### config.mk
export PLATFORM = sky130hd
export DESIGN_NAME = keypad_scanner_16
export DESIGN_NICKNAME = d
export VERILOG_FILES = /design/src/rtl/keypad_scan_pkg.sv /design/src/rtl/sync_2ff.sv /design/src/rtl/keypad_scanner_16.sv
export SDC_FILE = /design/constraint.sdc
export NUM_CORES = 1
export LEC_CHECK = 0
export BUFFER_PORTS_ARGS = -buffer_cell sky130_fd_sc_hd__buf_2
export CELL_PAD_IN_SITES_DETAIL_PLACEMENT = 1
export CELL_PAD_IN_SITES_GLOBAL_PLACEMENT = 2
export CORE_UTILIZATION = 29
export DETAILED_ROUTE_END_ITERATION = 8
export GPL_TIMING_DRIVEN = 0
export PLACE_DENSITY_LB_ADDON = 0.2
export SETUP_SLACK_MARGIN = 0.5
export SYNTH_ARGS = -nofsm -noshare
export SYNTH_HDL_FRONTEND = slang
export SYNTH_SLANG_ARGS = --single-unit
### constraint.sdc
create_clock -name clk -period 2.23 [get_ports clk]
set_input_delay 0.3345 -clock clk [delete_from_list [all_inputs] [get_ports clk]]
set_output_delay 0.3345 -clock clk [all_outputs]
set_load 0.02 [all_outputs]
### src/rtl/keypad_scan_pkg.sv
// Shared constants, state encoding and helpers for the 16-key pad scanner.
package keypad_scan_pkg;

  localparam int IDX_W    = 4;
  localparam int NUM_KEYS = 16;
  localparam int CNT_W    = 4;

  typedef logic [1:0] state_t;

  localparam state_t ST_SCAN    = 2'd0;
  localparam state_t ST_CONFIRM = 2'd1;
  localparam state_t ST_EMIT    = 2'd2;
  localparam state_t ST_RELEASE = 2'd3;

  // Next index in scan order; the 4-bit width makes 15 wrap to 0.
  function automatic logic [IDX_W-1:0] next_idx(input logic [IDX_W-1:0] idx);
    return idx + IDX_W'(1);
  endfunction

endpackage

### src/rtl/sync_2ff.sv
// Generic 1-bit two-flop synchronizer, resets to 0.
module sync_2ff (
  input  logic clk,
  input  logic rst_n,
  input  logic i_d,
  output logic o_q
);

  logic r_meta;
  logic r_sync;

  // Two back-to-back flops to resolve metastability on the async input.
  always_ff @(posedge clk or negedge rst_n) begin
    if (!rst_n) begin
      r_meta <= 1'b0;
      r_sync <= 1'b0;
    end else begin
      r_meta <= i_d;
      r_sync <= r_meta;
    end
  end

  assign o_q = r_sync;

endmodule

### src/rtl/keypad_scanner_16.sv
// Scans a 16-key pad one index at a time, debounces press and release on the
// shared sense line, and offers one key code per press on a valid/ready port.
module keypad_scanner_16 #(
  parameter int SETTLE_CYCLES = 4,
  parameter int DEBOUNCE      = 3
) (
  input  logic       clk,
  input  logic       rst_n,
  input  logic       enable,
  input  logic       sense_in,
  output logic [3:0] scan_idx,
  output logic       scan_active,
  output logic       key_valid,
  output logic [3:0] key_code,
  input  logic       key_ready
);

  import keypad_scan_pkg::*;

  localparam int DW_W = (SETTLE_CYCLES > 1) ? $clog2(SETTLE_CYCLES) : 1;
  localparam logic [DW_W-1:0]  LAST_DWELL = DW_W'(SETTLE_CYCLES - 1);
  localparam logic [CNT_W-1:0] DEB_TARGET = CNT_W'(DEBOUNCE);

  state_t             r_state;
  logic [IDX_W-1:0]   r_idx;
  logic [IDX_W-1:0]   r_cand;
  logic [DW_W-1:0]    r_dwell;
  logic [CNT_W-1:0]   r_cnt;

  logic               w_sense_s;
  logic               w_run;
  logic               w_tick;
  logic [CNT_W-1:0]   w_cnt_inc;

  sync_2ff u_sense_sync (
    .clk   (clk),
    .rst_n (rst_n),
    .i_d   (sense_in),
    .o_q   (w_sense_s)
  );

  // The dwell timer only pauses when scanning is idle-disabled; a press in
  // progress keeps its timing regardless of enable.
  assign w_run     = !((r_state == ST_SCAN) && !enable);
  assign w_tick    = w_run && (r_dwell == LAST_DWELL);
  assign w_cnt_inc = r_cnt + CNT_W'(1);

  // Dwell counter: 0..SETTLE_CYCLES-1, tick on the last value.
  always_ff @(posedge clk or negedge rst_n) begin
    if (!rst_n) begin
      r_dwell <= '0;
    end else if (w_run) begin
      r_dwell <= w_tick ? '0 : r_dwell + DW_W'(1);
    end
  end

  // Scan / confirm / emit / release sequencing, all decisions on dwell ticks
  // except the consumer handshake.
  always_ff @(posedge clk or negedge rst_n) begin
    if (!rst_n) begin
      r_state <= ST_SCAN;
      r_idx   <= '0;
      r_cand  <= '0;
      r_cnt   <= '0;
    end else begin
      case (r_state)
        ST_SCAN: begin
          if (w_tick) begin
            if (w_sense_s) begin
              r_cand  <= r_idx;
              r_cnt   <= CNT_W'(1);
              r_state <= (DEBOUNCE == 1) ? ST_EMIT : ST_CONFIRM;
            end else begin
              r_idx <= next_idx(r_idx);
            end
          end
        end
        ST_CONFIRM: begin
          if (w_tick) begin
            if (w_sense_s) begin
              r_cnt <= w_cnt_inc;
              if (w_cnt_inc == DEB_TARGET) begin
                r_state <= ST_EMIT;
              end
            end else begin
              // Sense dropped before the press was accepted: a glitch.
              r_idx   <= next_idx(r_cand);
              r_state <= ST_SCAN;
            end
          end
        end
        ST_EMIT: begin
          if (key_ready) begin
            r_cnt   <= '0;
            r_state <= ST_RELEASE;
          end
        end
        default: begin
          if (w_tick) begin
            if (!w_sense_s) begin
              r_cnt <= w_cnt_inc;
              if (w_cnt_inc == DEB_TARGET) begin
                r_idx   <= next_idx(r_cand);
                r_state <= ST_SCAN;
              end
            end else begin
              r_cnt <= '0;
            end
          end
        end
      endcase
    end
  end

  assign scan_idx    = r_idx;
  assign scan_active = (r_state == ST_SCAN);
  assign key_valid   = (r_state == ST_EMIT);
  assign key_code    = r_cand;

endmodule

==> results.cfg <==
[logic_synthesis]
synth_nets = 111
synth_cell_types = 39
synth_compound_area_frac = 0.194
synth_top_family_by_area = compound AO/OA/AOI/OAI gates
syn_inst = 102
yosys.area_share.xor_xnor = 0
synth_area_um2 = 1070
avgSynthCellArea_um2 = 10.5
ys_ff_latch = 18
synth_fa_ha_area_frac = 0.0561
synth-seq-area-share = 0.421
synth_warnings = 0
synth-simple-area-share = 0.188
synthMuxAreaShare = 0.0936

[clock_network]
cts_tree = yes
htreeDepth = 1
cts_buffers = 3
cts_sinks = 18
cts_hold_buf = 0
root_buffer = clkbuf_8
clock_latency_ns = 0.25
cts_max_path_buffers = 2
path_clk_slew_ns = 0.07

[floorplan]
die_x_um = 62.7
io_pins = 15
die-area_um2 = 3940
core-area_um2 = 3440
die_h_um = 62.7
placementRows = 21
start_util = 0.311

[sta]
hold_viol = 0
fin_crit_ns = 1.89
fmax_ghz = 0.530
finalSetupViolCount = 0
fin_setup_tns_ns = 0
drv_slew = 0
relSlewSlack = 0.715
final.setup_skew_ns = 0.00589
rsz0062_at_grt = yes
tightest_slew_ns = 0.427
post-route-period-util = 0.846

[route]
wirelength_um = 2660
via_per_inst = 4.89
vias = 904
post_drt_wl_per_cell_um = 14.4
ant_nets = 0
firstDrtPassIters = 4
drc = 0
drtIter0Drc = 20

[place]
gp_congestion = 0.659
dp.cells = 162
port_buffers = 14
placed_cell_area_um2 = 1220
dp_hpwl_um = 1690

[setup_path]
timing.critical_path.buf_inv = 3
worstPathMaxFanout = 4
crit_top_cell = buf_6
cp_top_family = flip-flops
max_stage_delay_ns = 0.39
path_cells = buf_6 > or2_1 > buf_6 > mux2_4 > ha_4 > buf_4 > nor2_1 > a221oi_1 > o211a_1
critPathRequiredTime_ns = 2.37
arrival_ns = 2.03
cp-end-kind = register
crit_slowest_cell = dfrtp_1
cp-start-kind = register
path_class = reg -> reg

[layout]
areaGrowthSynthToFinish_pct = 44.7
final_core_util = 0.450
finalInstanceArea_um2 = 1550
nets = 149
layout_commonest_cell = dfrtp_1
antenna_cells = 0
drive_gt1_frac = 0.568
instances_no_fill = 185
final_cell_mix = dfrtp_1 (16), buf_4 (15), buf_2 (14)

[global_routing]
overflow = 0
grt_usage = 0.151
grt_pass1_wl_um = 4550
grt_max_degree = 19
top_usage_layer = met2
grt_pass1_vias = 946
use_met3 = 0.0274
met2_usage = 0.273
grt_use_met1 = 0.176
antenna_found_initial = 0

[pwr]
peakVddDrop_uv = 555
p_leak_nw = 0.698
power.density_nw_per_um2 = 1420
power_mw = 2.20

[min_path]
holdCritPathClass = in -> async

[outcome]
status = complete, no violations

[flow_run]
maxCapViolations = 0
[per-stage QoR]
stage / setup WS (ns) / hold slack [ns]
after floorplan: 0.356 / 0.0389
after global placement: 0.238 / 0.299
after detailed placement: 0.228 / 0.303
after CTS: 0.354 / 0.0248
after global routing: 0.262 / 0.0359
final: 0.344 / 0.00591
[synth_stat cells (all sizes together)]
cell     number  area (um2)
a211o         1        10.0
a211oi        1        20.0
a21bo         1        10.0
a21o          1        7.51
a21oi         4        20.0
a221oi        1        8.76
a2bb2oi       1        15.0
a31oi         1        12.5
a32o          1        10.0
and2b         2        17.5
and3          3        20.0
buf           4        35.0
dfrtp        18         450
ha            4        50.1
inv           4        15.0
maj3          1        10.0
mux2          8        90.1
mux2i         1        10.0
nand2        13        48.8
nand3         3        15.0
nand3b        1        7.51
nor2          8        30.0
nor3          3        15.0
nor4b         1        15.0
o2111ai       2        17.5
o211a         1        10.0
o21ai         6        41.3
o22a          1        10.0
o31ai         2        15.0
or2           2        12.5
or4b          2        20.0
[where the power goes]
group / switching [mW] / total (mW) / internal [mW]
registers: 0.164 / 0.626 / 0.462
logic: 0.627 / 1.31 / 0.682
clock network: 0.110 / 0.267 / 0.157
[worst paths after layout]
kind	startpoint	end	slack (ns)	cells after the start
worst max-delay path	r_state[0]$_DFFE_PN0P_	scan_idx[2]$_DFFE_PN0P_	0.34	9
worst min-delay path	rst_n	r_dwell[1]$_DFFE_PN0N_	0.006	1
worst max register to register	r_state[0]$_DFFE_PN0P_	scan_idx[2]$_DFFE_PN0P_	0.34	9
worst min register to register	u_sense_sync.r_meta$_DFF_PN0_	u_sense_sync.o_q$_DFF_PN0_	0.35	0
max in group asynchronous	rst_n	r_cnt[1]$_DFFE_PN0P_	1.89	1
min in group clk	sense_in	u_sense_sync.r_meta$_DFF_PN0_	0.19	1
[layer usage]
layer,vias to the layer above,part of all wire
met1,448,0.43
met2,9,0.54
met3,4,0.018
met5,-,0
li1,443,-
met4,0,0.012
[flip-flops by register name, summed over array words and instances (netlist names)]
signal / count
r_cnt: 4
r_dwell: 2
scan_idx: 4
r_state: 2
u_sense_sync.o_q: 1
u_sense_sync.r_meta: 1
key_code: 4
[cells by family after synthesis]
| group | count (synthesis) |
|---|---|
| AND/OR/NAND/NOR | 38 |
| AO/OA/AOI/OAI | 24 |
| flip-flops | 18 |
| multiplexers | 9 |
| buffers and inverters | 8 |
| adder cells (fa/ha/maj) | 5 |
[cell type report]
class | instances | area, um2
Multi-Input combinational cell | 76 | 692
Fill cell | 397 | 1890
Sequential cell | 18 | 453
Buffer | 4 | 35.0
Timing Repair Buffer | 33 | 238
Clock buffer | 4 | 55.1
Inverter | 4 | 17.5
Tap cell | 46 | 57.6
[repair_timing]
| item | CTS | global route |
|---|---|---|
| pin swaps | 5 | 5 |
| resized for setup | 21 | 13 |
| setup endpoints to repair | 11 | 10 |
| buffers inserted | 17 | 2 |
Power figures use the tool's default switching activity.
